`src/rtl/lsu_pkg.sv`:
```
// rtl/lsu_pkg.sv - funct3 constants, FSM encoding and encoding checks for the load/store unit
package lsu_pkg;

  localparam logic [2:0] F3_B  = 3'b000;
  localparam logic [2:0] F3_H  = 3'b001;
  localparam logic [2:0] F3_W  = 3'b010;
  localparam logic [2:0] F3_BU = 3'b100;
  localparam logic [2:0] F3_HU = 3'b101;

  typedef enum logic [1:0] {
    IDLE    = 2'd0,
    ACCESS  = 2'd1,
    CAPTURE = 2'd2,
    RESP    = 2'd3
  } lsu_state_t;

  function automatic logic f3_legal(input logic store, input logic [2:0] f3);
    logic sized;
    sized = (f3 == F3_B) || (f3 == F3_H) || (f3 == F3_W);
    if (store) return sized;
    return sized || (f3 == F3_BU) || (f3 == F3_HU);
  endfunction

  function automatic logic f3_misaligned(input logic [2:0] f3, input logic [1:0] addr_lo);
    case (f3[1:0])
      2'b01:   return addr_lo[0];
      2'b10:   return addr_lo != 2'b00;
      default: return 1'b0;
    endcase
  endfunction

endpackage

```
`src/rtl/lsu_ctrl_if.sv`:
```
// rtl/lsu_ctrl_if.sv - request/response channel between the execute stage and the load/store unit
interface lsu_ctrl_if #(
  parameter int XLEN   = 32,
  parameter int ADDR_W = 32
);
  logic              req_valid;
  logic              req_ready;
  logic              req_store;
  logic [2:0]        req_func3;
  logic [ADDR_W-1:0] req_addr;
  logic [XLEN-1:0]   req_wdata;
  logic              rsp_valid;
  logic              rsp_ready;
  logic [XLEN-1:0]   rsp_rdata;
  logic              rsp_err;

  modport master (
    output req_valid, req_store, req_func3, req_addr, req_wdata, rsp_ready,
    input  req_ready, rsp_valid, rsp_rdata, rsp_err
  );

  modport slave (
    input  req_valid, req_store, req_func3, req_addr, req_wdata, rsp_ready,
    output req_ready, rsp_valid, rsp_rdata, rsp_err
  );
endinterface

```
`src/rtl/lsu_load_ext.sv`:
```
// rtl/lsu_load_ext.sv - funct3-driven sign/zero extension of low-aligned memory read data
module lsu_load_ext
  import lsu_pkg::*;
#(
  parameter int XLEN = 32
) (
  input  logic [2:0]      func3,
  input  logic [XLEN-1:0] din,
  output logic [XLEN-1:0] dout
);

  always_comb begin
    dout = din;
    case (func3)
      F3_B:    dout = {{(XLEN-8){din[7]}}, din[7:0]};
      F3_H:    dout = {{(XLEN-16){din[15]}}, din[15:0]};
      F3_BU:   dout = {{(XLEN-8){1'b0}}, din[7:0]};
      F3_HU:   dout = {{(XLEN-16){1'b0}}, din[15:0]};
      default: dout = din;
    endcase
  end

endmodule

```
`src/rtl/lsu_ctrl.sv`:
```
// rtl/lsu_ctrl.sv - single-outstanding load/store controller in front of dmemory
// Optional LSU_MISALIGN_CHECK_EN routes misaligned halfword/word accesses to the error path.
module lsu_ctrl
  import lsu_pkg::*;
#(
  parameter int XLEN   = 32,
  parameter int ADDR_W = 32
) (
  input  logic              clk,
  input  logic              rst_n,
  lsu_ctrl_if.slave         bus,
  output logic [2:0]        dm_func3,
  output logic [ADDR_W-1:0] dm_addr,
  output logic [XLEN-1:0]   dm_wdata,
  output logic              dm_wen,
  input  logic [XLEN-1:0]   dm_rdata
);

  lsu_state_t      state_q, state_d;
  logic            store_q;
  logic [2:0]      f3_q;
  logic [XLEN-1:0] rdata_q;
  logic            err_q;
  logic [XLEN-1:0] ext_data;
  logic            bad;
  logic            req_ready;
  logic            rsp_valid;
  logic            wen;
  logic            accept;

`ifdef LSU_MISALIGN_CHECK_EN
  assign bad = !f3_legal(bus.req_store, bus.req_func3)
             || f3_misaligned(bus.req_func3, bus.req_addr[1:0]);
`else
  assign bad = !f3_legal(bus.req_store, bus.req_func3);
`endif

  assign accept = bus.req_valid && req_ready;

  always_ff @(posedge clk or negedge rst_n) begin
    if (!rst_n) state_q <= IDLE;
    else        state_q <= state_d;
  end

  // dm_wen is decoded straight from the state so an async reset drops it immediately.
  always_comb begin
    state_d   = state_q;
    req_ready = 1'b0;
    rsp_valid = 1'b0;
    wen       = 1'b0;
    unique case (state_q)
      IDLE: begin
        req_ready = 1'b1;
        if (bus.req_valid) state_d = bad ? RESP : ACCESS;
      end
      ACCESS: begin
        wen     = store_q;
        state_d = store_q ? RESP : CAPTURE;
      end
      CAPTURE: state_d = RESP;
      RESP: begin
        rsp_valid = 1'b1;
        if (bus.rsp_ready) state_d = IDLE;
      end
      default: state_d = IDLE;
    endcase
  end

  lsu_load_ext #(.XLEN(XLEN)) u_ext (
    .func3 (f3_q),
    .din   (dm_rdata),
    .dout  (ext_data)
  );

  // Memory-side registers only move on a legal accept, so they hold across errors and idle time.
  always_ff @(posedge clk or negedge rst_n) begin
    if (!rst_n) begin
      store_q  <= 1'b0;
      f3_q     <= F3_W;
      dm_func3 <= F3_W;
      dm_addr  <= '0;
      dm_wdata <= '0;
      rdata_q  <= '0;
      err_q    <= 1'b0;
    end else begin
      if (accept) begin
        err_q   <= bad;
        rdata_q <= '0;
        if (!bad) begin
          store_q  <= bus.req_store;
          f3_q     <= bus.req_func3;
          dm_func3 <= {1'b0, bus.req_func3[1:0]};
          dm_addr  <= bus.req_addr;
          dm_wdata <= bus.req_wdata;
        end
      end
      if (state_q == CAPTURE) rdata_q <= ext_data;
    end
  end

  assign bus.req_ready = req_ready;
  assign bus.rsp_valid = rsp_valid;
  assign bus.rsp_rdata = rdata_q;
  assign bus.rsp_err   = err_q;
  assign dm_wen        = wen;

endmodule

```
`src/flat_wrapper.sv`:
```
// flat-port wrapper written by rule: the top's interface ports become plain ports
module lsu_ctrl_flat import lsu_pkg::*;
#(
  parameter int XLEN   = 32,
  parameter int ADDR_W = 32
)
  (clk, rst_n, dm_func3, dm_addr, dm_wdata, dm_wen, dm_rdata, bus_req_valid, bus_req_store, bus_req_func3, bus_req_addr, bus_req_wdata, bus_rsp_ready, bus_req_ready, bus_rsp_valid, bus_rsp_rdata, bus_rsp_err);
  lsu_ctrl_if #(.XLEN(XLEN), .ADDR_W(ADDR_W)) bus_i ();
  input  logic clk;
  input  logic rst_n;
  output logic [2:0] dm_func3;
  output logic [ADDR_W-1:0] dm_addr;
  output logic [XLEN-1:0] dm_wdata;
  output logic dm_wen;
  input  logic [XLEN-1:0] dm_rdata;
  input wire logic [$bits(bus_i.req_valid)-1:0] bus_req_valid;
  input wire logic [$bits(bus_i.req_store)-1:0] bus_req_store;
  input wire logic [$bits(bus_i.req_func3)-1:0] bus_req_func3;
  input wire logic [$bits(bus_i.req_addr)-1:0] bus_req_addr;
  input wire logic [$bits(bus_i.req_wdata)-1:0] bus_req_wdata;
  input wire logic [$bits(bus_i.rsp_ready)-1:0] bus_rsp_ready;
  output wire logic [$bits(bus_i.req_ready)-1:0] bus_req_ready;
  output wire logic [$bits(bus_i.rsp_valid)-1:0] bus_rsp_valid;
  output wire logic [$bits(bus_i.rsp_rdata)-1:0] bus_rsp_rdata;
  output wire logic [$bits(bus_i.rsp_err)-1:0] bus_rsp_err;
  assign bus_i.req_valid = bus_req_valid;
  assign bus_i.req_store = bus_req_store;
  assign bus_i.req_func3 = bus_req_func3;
  assign bus_i.req_addr = bus_req_addr;
  assign bus_i.req_wdata = bus_req_wdata;
  assign bus_i.rsp_ready = bus_rsp_ready;
  assign bus_req_ready = bus_i.req_ready;
  assign bus_rsp_valid = bus_i.rsp_valid;
  assign bus_rsp_rdata = bus_i.rsp_rdata;
  assign bus_rsp_err = bus_i.rsp_err;
  lsu_ctrl #(.XLEN(XLEN), .ADDR_W(ADDR_W)) u_core (.clk(clk), .rst_n(rst_n), .bus(bus_i), .dm_func3(dm_func3), .dm_addr(dm_addr), .dm_wdata(dm_wdata), .dm_wen(dm_wen), .dm_rdata(dm_rdata));
endmodule
```
`config.mk`:
```
export PLATFORM = sky130hd
export DESIGN_NAME = lsu_ctrl_flat
export DESIGN_NICKNAME = d
export VERILOG_FILES = /design/src/rtl/lsu_pkg.sv /design/src/rtl/lsu_ctrl_if.sv /design/src/rtl/lsu_load_ext.sv /design/src/rtl/lsu_ctrl.sv /design/src/flat_wrapper.sv
export SDC_FILE = /design/constraint.sdc
export NUM_CORES = 1
export LEC_CHECK = 0
export CAP_MARGIN = 20
export CORE_UTILIZATION = 42
export CTS_CLUSTER_DIAMETER = 200
export DETAILED_ROUTE_END_ITERATION = 10
export DONT_BUFFER_PORTS = 1
export MAX_ROUTING_LAYER = met4
export SYNTH_ARGS = -nofsm -noshare
export SYNTH_HDL_FRONTEND = slang
export SYNTH_SLANG_ARGS = --single-unit
```
`constraint.sdc`:
```
create_clock -name clk -period 4.56 [get_ports clk]
set_clock_uncertainty 0.15 [all_clocks]
set_input_delay 0.684 -clock clk [delete_from_list [all_inputs] [get_ports clk]]
set_output_delay 0.684 -clock clk [all_outputs]
set_load 0.03 [all_outputs]
```
# --- Word-level counts from Yosys, hierarchy flattened ---
# Index checks and enable logic that the tools add are counted.
word_totals:
  reg_bits: 105
  output_inout_bits: 103
  in_bits: 104
  elab_cells: 46
classes:
  n_reduce_logical: 12
  muxes: 14
  n_eq_ne: 12
op_table:
  columns: ["cell", "count"]
  rows:
  - ["case mux 32 bit (4 select lines)", 1]
  - ["two-way mux 32 bit", 2]
  - ["equality test 3 bit, second input constant", 4]
  - ["case mux 2 bit (4 select lines)", 1]
  - ["two-way mux 1 bit", 7]
  - ["equality test 3 x 1 -> 1 bit, second input constant", 2]
  - ["zero test 3 bit", 2]
  - ["two-way mux 2 bit", 3]
  - ["equality test 2 bit, second input constant", 2]
  - ["logical OR 1 bit", 4]
  - ["!= test 2 bit, second input constant", 2]
  - ["AND reduction 2 bit", 2]
  - ["equality test 3 x 2 -> 1 bit, second input constant", 1]
  - ["equality test 2 x 1 -> 1 bit, second input constant", 1]
  - ["zero test 2 bit", 1]
  - ["nonzero test 2 bit", 1]
  - ["logical AND 1 bit", 1]
  - ["zero test 1 bit", 1]

# --- Longest topological paths before layout ---
logic_depth:
  word_depth: 9
  mapped_depth: 7
  mapped_depth_nobuf: 5

# --- Modules after synthesis ---
# Synthesis repeated with hierarchy kept, for this count alone.
unflattened:
  cells_unflattened: 391
  hier_area_um2: 4700.8
modules_own_cells:
  columns: ["mod", "cells_each", "instances", "seq_area_each_um2", "area_per_inst_um2"]
  rows:
  - ["lsu_ctrl", 324, 1, 2578.7, 4345.4]
  - ["lsu_load_ext", 67, 1, 0.0, 355.3]

# --- Worst setup path after synthesis ---
# OpenSTA, ideal clock, no wires.
synth_timing:
  path_kind: "register to register"
  from: "register u_core.state_q[0]"
  to: "register u_core.dm_addr[0]"
  n_path_buf: 1
  arrival_ns: 1.711
  period_less_slack_ns: 1.987
  stages_incl_launch_ff: 6
  setup_ns: 0.125
  required_time_ns: 4.285
  setup_slack_ns: 2.573
  cell_sequence: "dfrtp_1 inv_1 ha_1 nand4_4 buf_6 mux2_4"
synth_between:
  elab_chain_len: 4
synth_lines:
  columns: ["item", "line", "source"]
  rows:
  - ["start: declaration", "lsu_ctrl.sv:19", "lsu_state_t state_q, state_d;"]
  - ["start signal: assignment", "lsu_ctrl.sv:42", "else state_q <= state_d;"]
  - ["zero test 2 bit", "lsu_ctrl.sv:51", "unique case (state_q)"]
  - ["two-way mux 1 bit", "lsu_ctrl.sv:51", null]
  - ["named net bus_req_ready", "flat_wrapper.sv:22", "output wire logic [$bits(bus_i.req_ready)-1:0] bus_req_ready;"]
  - ["logical AND 1 bit", "lsu_ctrl.sv:38", "assign accept = bus.req_valid && req_ready;"]
  - ["AND reduction 2 bit (no source line)", null, null]
  - ["end signal: assignment", "lsu_ctrl.sv:93", "dm_addr <= bus.req_addr;"]
  - ["end: declaration", "lsu_ctrl.sv:13", "output logic [ADDR_W-1:0] dm_addr,"]
# The timed path passes the listed nets, and every way through them passes these cells.
# A chain may end at the register's enable or synchronous reset.

# --- Worst setup path after layout ---
layout_timing:
  from: "register u_core.state_q[0]"
  to: "register u_core.dm_wdata[14]"
layout_between:
  elab_chain_len: 4
layout_lines:
  columns: ["item", "line", "source"]
  rows:
  - ["zero test 2 bit", "lsu_ctrl.sv:51", null]
  - ["two-way mux 1 bit", "lsu_ctrl.sv:51", null]
  - ["named net bus_req_ready", "flat_wrapper.sv:22", null]
  - ["logical AND 1 bit", "lsu_ctrl.sv:38", null]
  - ["AND reduction 2 bit (no source line)", null, null]
  - ["end signal: assignment", "lsu_ctrl.sv:94", "dm_wdata <= bus.req_wdata;"]
  - ["end: declaration", "lsu_ctrl.sv:14", "output logic [XLEN-1:0] dm_wdata,"]
# The timed path passes the listed nets, and every way through them passes these cells.

==> key figures <==
Synth
  • EDFF count, synth: 0
  • Synthesis Warnings: 0
  • Top cells by count, synth: dfrtp_1 (102), mux2_4 (60), nand2_1 (41)
  • Synth cell types: 33
  • Seq/Total Area, Yosys: 58.78%
  • Net Count, Synth: roughly 420
  • Synthesized area per cell: 14.02 um^2
  • Post-synth top flop: dfrtp_1
  • Most frequent cell after synthesis: dfrtp_1
  • Largest cells by area after synthesis: dfrtp_1 (58%), mux2_4 (21%), nand2_1 (3.5%)
  • Gate Count Post-Synth: about 310
  • Yosys top cell by area: dfrtp_1
  • Yosys reg bits: approximately 100
  • Area share of the largest cell type after synthesis: a little under 60%
  • Synth async-reset ratio: 100.0%
  • Post-Syn Area: roughly 4400 um^2

Setup path
  • Crit-path leading delay family: buffers and inverters
  • Critical path class: reg2reg
  • CP bufs+invs: 2
  • CP Cell Sequence: inv_1, ha_1, nand4_4, buf_4, mux2_4
  • CP max FO: 26
  • Crit path DAT: ~2.9 ns
  • Critical Path Source Type: flop
  • Worst path max stage delay: ~0.6 ns
  • Reg2Reg Depth: 5
  • Crit. End Element: flop
  • Required time worst endpoint: 4.66 ns
  • Crit. path cell count: 5
  • Max stage delay cell, worst path: nand4_4

Floorplan
  • Initial Util: 44.07%
  • IO Count: around 210
  • Die ar.: between 10000 and 15000 um^2
  • Rows: 36
  • Core Area: approximately 10000 um^2
  • Die H: between 100 and 150 um
  • Die extent in x: around 100 um

Power and ir drop
  • P_leak: around 2.3 nW
  • VDD IR max: roughly 0.38 mV
  • Power Dens Cells: between 800 and 900 nW/um^2

Layout
  • Area grow syn2layout: 7.016%
  • Final nets: 420
  • Ant diodes: 0
  • Share of cells above drive strength 1: around 28%

Placed design
  • Dpl hpwl: about 6400 um
  • Dpl ws: 1.760 ns
  • Port buffer count: 0
  • Placer Congestion: about 0.8

Drt
  • Mean routed wirelength per cell: 20.09 um
  • DRT Wirelength: between 8000 and 9000 um
  • Via count: between 2000 and 2500
  • DR iter-0 viols: 103
  • Avg Vias per Cell: between 5 and 6
  • DRC errors left: 0
  • First-pass DRT Iterations: 4
  • Routed Antenna Nets: 0

Timing
  • Tcrit/Tclk final: about three fifths
  • Final Max Slew Viols: 0
  • Final setup viols: 0
  • RSZ-0062 raised after global routing: no
  • Final Hold Fails: 0
  • Slew headroom: a little under half
  • Min Tclk post-route: about 2.8 ns
  • Worst setup margin: 1.788 ns
  • Fmax: ~360 MHz
  • Setup TNS Final: 0 ns
  • Slew at the pin closest to its max-slew limit: 0.7908 ns

CTS
  • CTS tree: done
  • Worst-Skew Late Latency: roughly 0.36 ns
  • CTS max path bufs: 2
  • Clock root buffer: clkbuf_8
  • H-Tree Depth: 3
  • Cts bufs inserted: 9
  • Post-CTS Setup Inserts: 0
  • Clock transition at path regs: approximately 0.090 ns
  • Clock sinks: a little over 100
  • Post_cts resized: 0

Global routing
  • Antenna violations before repair: 0
  • Pin count of the biggest net entering global routing: roughly 100
  • Gr ovfl total: 0
  • Overall Global Routing Usage: about 18%
  • Vias in the first global route: ~2600
  • First-pass GRT wire length: about 14000 um

Hold path
  • Worst min-delay path class: in2async

Job
  • Max-Cap Viols: 0

Outcome
  • Status: completed
==> metrics by stage <==
stage,hold WS [ns],instances,area [um^2],total power (W),utilization [%]
2_1_floorplan,0.2384,313,4387,0.003367,-
3_3_place_gp,0.2403,431,4452,0.003548,44.72
3_5_place_dp,0.2405,431,4452,0.003606,44.72
4_1_cts,0.1074,446,4679,0.004232,47.01
5_1_grt,0.09634,447,4695,0.004441,47.16
6_report,0.05576,447,4695,0.004202,47.16
==> cell type report <==
type / count / area, um^2
Timing Repair Buffer: 4 / 57.56
Clock inverter: 4 / 72.57
Inverter: 4 / 15.01
Multi-Input combinational cell: 189 / 1677
Sequential cell: 103 / 2579
Clock buffer: 10 / 127.6
Tap cell: 133 / 166.4
Fill cell: 895 / 5260
==> flip-flops by register name, summed over array words and instances (netlist names) <==
| signal | flops |
|---|---|
| u_core.state_q | 2 |
| u_core.bus.rsp_err | 1 |
| u_core.bus.rsp_rdata | 32 |
| u_core.store_q | 1 |
| u_core.dm_addr | 32 |
| u_core.dm_wdata | 32 |
| u_core.f3_q | 3 |
==> path summary, 6_finish.rpt <==
path | startpoint | end | slack, ns
setup / recovery | u_core.state_q[0] | u_core.dm_wdata[14] | 1.79
hold / removal | rst_n | u_core.dm_addr[21] | 0.06
setup reg to reg | u_core.state_q[0] | u_core.dm_wdata[14] | 1.79
hold reg to reg | u_core.state_q[0] | u_core.state_q[0] | 0.39
max in group asynchronous | rst_n | u_core.dm_wdata[2] | 3.75
min in group clk | bus_req_func3[1] | u_core.f3_q[1] | 0.28
==> per-layer routing <==
layer / GRT usage, % / part of all wire, %
met5: - / 0
met4: 5.714 / 1.8
met3: 7.143 / 7.8
met2: 28.76 / 50
met1: 20.48 / 40
==> layout by cell type, fill, tap and decap left out, types with 3 or more instances in the layout <==
cell type  synthesis  routed
a22oi_1           15      15
mux2_4            60      60
o21ai_0           18      18
nand2_1           41      41
clkbuf_8           0       9
inv_1              4       4
nor2_1            11      11
mux2_2             6       6
dfrtp_1          102     102
nor2b_1            5       5
o31ai_1            4       4
a21oi_1            4       3
ha_1               5       5
==> power by group <==
group / switching [W] / internal (W)
logic: 0.000438 / 0.000606
registers: 0.00121 / 0.00135
clock network: 0.000295 / 0.000303
==> repair_timing <==
| item | CTS | global route |
|---|---|---|
| endpoints found under the hold margin | 103 | 0 |
| endpoints found under the setup margin | 0 | 0 |
| hold buffers | 1 | 0 |
==> cells by family (layout without fill, tap and decap cells) <==
logic type	Yosys count	in the layout	share of synthesized area, %
buffers and inverters	21	22	3.080
DFF	103	103	58.79
AOI/OAI and AO/OA	53	53	8.016
muxes	66	66	22.08
and+or+nand+nor	64	64	6.532
other	1	1	0.08549
adders and majority gates	5	5	1.426
No activity file was read; power rests on OpenSTA's default activity.
